## src/rtl/mips_pkg.sv

```systemverilog
// mips_pkg: shared MEM-stage types and constants.
//   DATA_W          - default data/address width
//   WORD_ALIGN_MASK - low address bits that must be zero for a word access
//   mem_state_t     - MEM stage FSM states
//   ctrl_mem_t      - the five EX/MEM control bits bundled together
package mips_pkg;

    localparam int         DATA_W          = 32;
    localparam logic [1:0] WORD_ALIGN_MASK = 2'b11;

    typedef enum logic {IDLE, WAIT} mem_state_t;

    typedef struct packed {
        logic mem_read;
        logic mem_write;
        logic branch;
        logic reg_write;
        logic mem_to_reg;
    } ctrl_mem_t;

endpackage

```

## src/rtl/mem_wb_reg.sv

```systemverilog
// mem_wb_reg: MEM/WB pipeline register with load enable and async active-low clear.
//   clk, rst_n                      - clock, asynchronous active-low clear
//   load_i                          - capture the *_i fields; valid_o pulses the cycle after
//   alu_out_i, rdata_i, wreg_i,
//   reg_write_i, mem_to_reg_i       - fields to capture
//   valid_o and field outputs       - registered MEM/WB contents (fields hold when not loaded)
module mem_wb_reg #(
    parameter int DATA_W = 32,
    parameter int REG_W  = 5
) (
    input  logic              clk,
    input  logic              rst_n,
    input  logic              load_i,
    input  logic [DATA_W-1:0] alu_out_i,
    input  logic [DATA_W-1:0] rdata_i,
    input  logic [REG_W-1:0]  wreg_i,
    input  logic              reg_write_i,
    input  logic              mem_to_reg_i,
    output logic              valid_o,
    output logic [DATA_W-1:0] alu_out_o,
    output logic [DATA_W-1:0] rdata_o,
    output logic [REG_W-1:0]  wreg_o,
    output logic              reg_write_o,
    output logic              mem_to_reg_o
);

    logic              valid_q, reg_write_q, mem_to_reg_q;
    logic [DATA_W-1:0] alu_out_q, rdata_q;
    logic [REG_W-1:0]  wreg_q;

    always_ff @(posedge clk or negedge rst_n) begin
        if (!rst_n) begin
            valid_q      <= 1'b0;
            alu_out_q    <= '0;
            rdata_q      <= '0;
            wreg_q       <= '0;
            reg_write_q  <= 1'b0;
            mem_to_reg_q <= 1'b0;
        end else begin
            valid_q <= load_i;
            if (load_i) begin
                alu_out_q    <= alu_out_i;
                rdata_q      <= rdata_i;
                wreg_q       <= wreg_i;
                reg_write_q  <= reg_write_i;
                mem_to_reg_q <= mem_to_reg_i;
            end
        end
    end

    assign valid_o      = valid_q;
    assign alu_out_o    = alu_out_q;
    assign rdata_o      = rdata_q;
    assign wreg_o       = wreg_q;
    assign reg_write_o  = reg_write_q;
    assign mem_to_reg_o = mem_to_reg_q;

endmodule

```

## src/rtl/mem_access_stage.sv

```systemverilog
// mem_access_stage: MEM pipeline stage - data-memory req/ack access, branch resolution, MEM/WB output.
//   clk, reset (async active-low)
//   ex_*        - EX/MEM register contents; ex_ready stalls upstream while an access is outstanding
//   dmem_*      - data-memory request (held stable until ack) and response
//   pc_src/pc_target - taken-branch pulse and target
//   wb_*        - MEM/WB register contents; misalign_err pulses for a dropped misaligned op
module mem_access_stage #(
    parameter int DATA_W = mips_pkg::DATA_W,
    parameter int REG_W  = 5
) (
    input  logic              clk,
    input  logic              reset,
    input  logic              ex_valid,
    input  logic [DATA_W-1:0] ex_alu_out,
    input  logic              ex_zero,
    input  logic [DATA_W-1:0] ex_store_data,
    input  logic [REG_W-1:0]  ex_wreg,
    input  logic [DATA_W-1:0] ex_branch_target,
    input  logic              ex_mem_read,
    input  logic              ex_mem_write,
    input  logic              ex_branch,
    input  logic              ex_reg_write,
    input  logic              ex_mem_to_reg,
    output logic              ex_ready,
    output logic              dmem_req,
    output logic              dmem_we,
    output logic [DATA_W-1:0] dmem_addr,
    output logic [DATA_W-1:0] dmem_wdata,
    input  logic              dmem_ack,
    input  logic [DATA_W-1:0] dmem_rdata,
    output logic              pc_src,
    output logic [DATA_W-1:0] pc_target,
    output logic              wb_valid,
    output logic [DATA_W-1:0] wb_alu_out,
    output logic [DATA_W-1:0] wb_rdata,
    output logic [REG_W-1:0]  wb_wreg,
    output logic              wb_reg_write,
    output logic              wb_mem_to_reg,
    output logic              misalign_err
);

    import mips_pkg::*;

    mem_state_t        state_q;
    logic              dmem_req_q, dmem_we_q, pc_src_q, misalign_q;
    logic              reg_write_q, mem_to_reg_q;
    logic [DATA_W-1:0] dmem_addr_q, dmem_wdata_q, pc_target_q;
    logic [REG_W-1:0]  wreg_q;

    ctrl_mem_t         ctrl;
    logic              accept, is_mem, misaligned, start_access, take_branch, ack_done;
    logic              wb_load, wb_reg_write_d, wb_mem_to_reg_d;
    logic [DATA_W-1:0] wb_alu_out_d, wb_rdata_d;
    logic [REG_W-1:0]  wb_wreg_d;

    assign ctrl = '{mem_read: ex_mem_read, mem_write: ex_mem_write, branch: ex_branch,
                    reg_write: ex_reg_write, mem_to_reg: ex_mem_to_reg};

    // The latched access (dmem_addr_q doubles as the latched ALU result) feeds WB on ack;
    // otherwise WB takes the EX/MEM contents directly.
    always_comb begin
        accept          = ex_valid && state_q == IDLE;
        is_mem          = ctrl.mem_read || ctrl.mem_write;
        misaligned      = (ex_alu_out[1:0] & WORD_ALIGN_MASK) != 2'b00;
        start_access    = accept && is_mem && !misaligned;
        take_branch     = accept && ctrl.branch && ex_zero;
        ack_done        = state_q == WAIT && dmem_ack;
        wb_load         = ack_done || (accept && !start_access);
        wb_alu_out_d    = ack_done ? dmem_addr_q : ex_alu_out;
        wb_rdata_d      = (ack_done && !dmem_we_q) ? dmem_rdata : '0;
        wb_wreg_d       = ack_done ? wreg_q : ex_wreg;
        wb_reg_write_d  = ack_done ? reg_write_q : ctrl.reg_write && !is_mem;
        wb_mem_to_reg_d = ack_done ? mem_to_reg_q : ctrl.mem_to_reg;
    end

    always_ff @(posedge clk or negedge reset) begin
        if (!reset) begin
            state_q      <= IDLE;
            dmem_req_q   <= 1'b0;
            dmem_we_q    <= 1'b0;
            dmem_addr_q  <= '0;
            dmem_wdata_q <= '0;
            wreg_q       <= '0;
            reg_write_q  <= 1'b0;
            mem_to_reg_q <= 1'b0;
            pc_src_q     <= 1'b0;
            pc_target_q  <= '0;
            misalign_q   <= 1'b0;
        end else begin
            pc_src_q   <= take_branch;
            misalign_q <= accept && is_mem && misaligned;
            if (take_branch) pc_target_q <= ex_branch_target;
            if (start_access) begin
                state_q      <= WAIT;
                dmem_req_q   <= 1'b1;
                dmem_we_q    <= ctrl.mem_write;
                dmem_addr_q  <= ex_alu_out;
                dmem_wdata_q <= ex_store_data;
                wreg_q       <= ex_wreg;
                reg_write_q  <= ctrl.reg_write;
                mem_to_reg_q <= ctrl.mem_to_reg;
            end else if (ack_done) begin
                state_q    <= IDLE;
                dmem_req_q <= 1'b0;
            end
        end
    end

    mem_wb_reg #(.DATA_W(DATA_W), .REG_W(REG_W)) u_mem_wb_reg (
        .clk          (clk),
        .rst_n        (reset),
        .load_i       (wb_load),
        .alu_out_i    (wb_alu_out_d),
        .rdata_i      (wb_rdata_d),
        .wreg_i       (wb_wreg_d),
        .reg_write_i  (wb_reg_write_d),
        .mem_to_reg_i (wb_mem_to_reg_d),
        .valid_o      (wb_valid),
        .alu_out_o    (wb_alu_out),
        .rdata_o      (wb_rdata),
        .wreg_o       (wb_wreg),
        .reg_write_o  (wb_reg_write),
        .mem_to_reg_o (wb_mem_to_reg)
    );

    assign ex_ready     = state_q == IDLE;
    assign dmem_req     = dmem_req_q;
    assign dmem_we      = dmem_we_q;
    assign dmem_addr    = dmem_addr_q;
    assign dmem_wdata   = dmem_wdata_q;
    assign pc_src       = pc_src_q;
    assign pc_target    = pc_target_q;
    assign misalign_err = misalign_q;

endmodule

```

## config.mk

```make
export PLATFORM = sky130hd
export DESIGN_NAME = mem_access_stage
export DESIGN_NICKNAME = d
export VERILOG_FILES = /design/src/rtl/mips_pkg.sv /design/src/rtl/mem_wb_reg.sv /design/src/rtl/mem_access_stage.sv
export SDC_FILE = /design/constraint.sdc
export NUM_CORES = 1
export LEC_CHECK = 0
export CAP_MARGIN = 10
export CORE_UTILIZATION = 43
export DETAILED_ROUTE_END_ITERATION = 7
export PLACE_DENSITY_LB_ADDON = 0.3
export SKIP_CTS_REPAIR_TIMING = 1
export SKIP_LAST_GASP = 1
export SYNTH_ARGS = -nofsm -noshare
export SYNTH_HDL_FRONTEND = slang
export SYNTH_SLANG_ARGS = --single-unit
```

## constraint.sdc

```tcl
create_clock -name clk -period 2 [get_ports clk]
set_input_delay 0.4 -clock clk [delete_from_list [all_inputs] [get_ports clk]]
set_output_delay 0.4 -clock clk [all_outputs]
set_load 0.01 [all_outputs]
```

==> impl_results.md, run 1 <==
- Vias in the first global route: 5,869
- Die X: 133 µm
- Worst relative slew slack: 0.667
- Clock Path Buffers: 2
- Initial Util: 0.441
- Setup CP Type: reg2out
- Sequential fraction of the synthesis area: 0.610
- Yosys cell types: 27
- Die area: 0.0176 mm²
- Power per cell area: 973 mW/mm²
- Global-route wire length before repair: 32,000 µm
- Final setup violation count: 0
- Gr usage total: 0.236
- Hold Path Class: in2async
- Crit path largest cell delay: 540 ps
- DR iter-0 viols: 228
- Max_cap viols: 0
- Largest net degree at the start of global routing: 52
- Synth Cell Area: 0.00735 mm²
- Reg clk slew, reported paths: 70 ps
- Register Area: 0.00448 mm²
- Startpoint types: flop
- Worst EP arrival: 1530 ps
- I/O pin count: 316
- DR WL/cell: 17.4 µm
- Slowest cell on crit path: clkdlybuf4s50_1
- GRT overflow: 0
- Worst Path Max Fanout: 5
- Placed insts: 1,118
- Status: complete, no violations
- CTS tree: built
- DR vias/cell: 5.05
- DR vias: 5,817
- Avg Cell Area, Syn: 12.5 µm²
- Tmin final: 1930 ps
- Max Slew Vio Count: 0
- Top Layer Used: met4
- DRT antenna net count: 0
- Buffers on Ports: 315
- Final Hold Viols: 0
- Fillers: 1,238
- Synthesized flop and latch total: 179
- H-tree depth: 4
- Multi-input gate area: 0.00249 mm²
- Period utilization: 0.966
- Synthesized instance count: 590
- Leakage Power: 0.00513 µW
- Chip height: 133 µm
- Met3 WL post-DR: 1820 µm
- Final Util: 0.693
- Initial antenna violation count: 0
- Synth warn: 0
- Total power: 11,200 µW
- DP HPWL: 14,700 µm
- Layout Cells excl Fill: 1,151
- Met2 WL: 9840 µm
- Fmax: 518 MHz
- Synthesized Nets: 733
- Final net count: 1,061
- Share of cells above drive strength 1: 0.130
- CTS root buf: clkbuf_16
- Core Area: 0.0166 mm²
- Clk sink count: 179
- Unrepaired setup endpoints after global routing: no
- Worst VDD drop: 0.574 mV
- CP required: 1600 ps
- Clock skew: 11.7 ps
- N_diodes: 0
- DRT met1 WL: 8030 µm
- Slew @ Worst Pin: 500 ps
- CP Capture Type: output port
- Gpl congestion: 0.787
- Final wirelength: 20,000 µm
- Pre-antenna DRT Iters: 4
- Total CTS buffers: 17
- Worst hold slack: 484 ps
- Cell Chain, Critical Path: inv_1, clkdlybuf4s50_1
- Residual DRC: 0
- Syn-to-layout area delta: 56.9%
- FP Rows: 47
- Setup TNS Final: 0 ps
- Clock latency on the worst-skew pair: 420 ps
==> worst max-delay path, delay by kind of cell (launching register included) <==
family	cells	cell delay, ps
buffers and inverters	2	640
DFF	1	470
==> layout make-up <==
type	count	share of cell area
clock inverters	12	0.00955
multi-input cells	336	0.216
repair buffers	350	0.313
flip-flops and latches	179	0.389
inverters	34	0.0111
clock buffers	20	0.0379
well taps	220	0.0239
==> cells in the mapped netlist <==
cell type / count / area share
dfrtp_1: 179 / 0.61
nand2_1: 106 / 0.054
mux2_1: 54 / 0.083
nor2_1: 40 / 0.020
a31oi_1: 36 / 0.031
inv_1: 34 / 0.017
o32ai_1: 32 / 0.038
mux2_4: 29 / 0.059
mux2_2: 19 / 0.029
clkbuf_1: 14 / 0.0072
buf_6: 10 / 0.015
buf_2: 7 / 0.0048
buf_4: 7 / 0.0072
a21oi_1: 3 / 0.0020
buf_1: 3 / 0.0015
o21ai_0: 3 / 0.0020
a22oi_1: 2 / 0.0020
and2_1: 2 / 0.0017
nor2_2: 2 / 0.0017
a32oi_1: 1 / 0.0012
nand2_4: 1 / 0.0015
nand2b_4: 1 / 0.0019
nand3_4: 1 / 0.0024
nor2b_2: 1 / 0.0012
nor3_1: 1 / 0.00068
o31a_4: 1 / 0.0024
o31ai_2: 1 / 0.0017
==> layer usage <==
| layer | up-vias | global-route usage |
|---|---|---|
| met1 | 2863 | 0.289 |
| met3 | 24 | 0.0843 |
| li1 | 2686 | - |
| met2 | 244 | 0.385 |
| met5 | - | 0 |
| met4 | 0 | 0.0817 |
==> logic make-up (layout without fill, tap and decap cells) <==
| family | after synthesis | after routing | synth area share |
|---|---|---|---|
| buffers and inverters | 75 | 416 | 0.0533 |
| muxes | 102 | 102 | 0.171 |
| and+or+nand+nor | 155 | 155 | 0.0857 |
| DFF | 179 | 179 | 0.610 |
| AOI/OAI and AO/OA | 79 | 79 | 0.0802 |
==> cells in the final DEF, fill, tap and decap left out <==
cell | synthesis | routed
o31ai_4 | 0 | 1
clkinvlp_4 | 0 | 4
nor3_1 | 1 | 1
clkbuf_16 | 0 | 17
nand2b_4 | 1 | 1
a32oi_1 | 1 | 1
buf_12 | 0 | 15
clkbuf_1 | 14 | 3
nand3_4 | 1 | 1
dfrtp_1 | 179 | 179
o31a_4 | 1 | 1
buf_4 | 7 | 19
nor2_2 | 2 | 2
inv_1 | 34 | 34
mux2_2 | 19 | 19
inv_6 | 0 | 1
a22oi_1 | 2 | 2
bufinv_16 | 0 | 1
nor2_1 | 40 | 40
dlygate4sd3_1 | 0 | 1
clkinv_2 | 0 | 3
o32ai_1 | 32 | 32
a31oi_1 | 36 | 36
clkinv_4 | 0 | 3
a21oi_1 | 3 | 3
nand2_4 | 1 | 2
o21ai_0 | 3 | 3
mux2_4 | 29 | 29
mux2_1 | 54 | 54
buf_6 | 10 | 1
nand2_1 | 106 | 105
and2_1 | 2 | 2
nor2b_2 | 1 | 1
clkdlybuf4s50_1 | 0 | 314
==> power by group <==
part           internal [µW]  switching, µW  leakage (µW)
clock                   1720           1380      0.000256
combinational           2040           1290       0.00267
sequential              4350            441       0.00220
==> state kept, by name (all words and copies together) (netlist names) <==
register,flops
reg_write_q,1
pc_src,1
dmem_we,1
mem_to_reg_q,1
u_mem_wb_reg.wreg_o,5
u_mem_wb_reg.mem_to_reg_o,1
u_mem_wb_reg.rdata_o,32
u_mem_wb_reg.alu_out_o,32
u_mem_wb_reg.reg_write_o,1
pc_target,32
dmem_wdata,32
dmem_req,1
misalign_err,1
wreg_q,5
u_mem_wb_reg.valid_o,1
dmem_addr,32
==> path summary, 6_finish.rpt <==
path	start	to	slack, ps	depth (start not counted)
min reg2reg	dmem_wdata[30]$_DFFE_PN0P_	dmem_wdata[30]$_DFFE_PN0P_	490	1
max reg2reg	dmem_req$_DFFE_PN0P_	dmem_wdata[2]$_DFFE_PN0P_	410	5
max in group asynchronous	reset	u_mem_wb_reg.rdata_o[28]$_DFFE_PN0P_	790	3
min in group clk	dmem_wdata[30]$_DFFE_PN0P_	dmem_wdata[30]$_DFFE_PN0P_	490	1
min	reset	pc_target[25]$_DFFE_PN0P_	480	2
max	dmem_req$_DFFE_PN0P_	ex_ready	70	2
==> metrics by stage <==
step | cell area (µm²) | setup slack [ps]
finish | 11500 | 68.1
detailed placement | 11000 | -31.6
global route | 11500 | 6.05
CTS | 11500 | 39.8
floorplan | 7350 | 538
global placement | 11000 | -7.07
No activity file was read; power rests on OpenSTA's default activity.
==> run 2: changes to the inputs <==
ABC_CLOCK_PERIOD_IN_PS = 2000   (was not set)
==> results of run 2 <==
Final layout, timing and power as in run 1 (identical DEF).
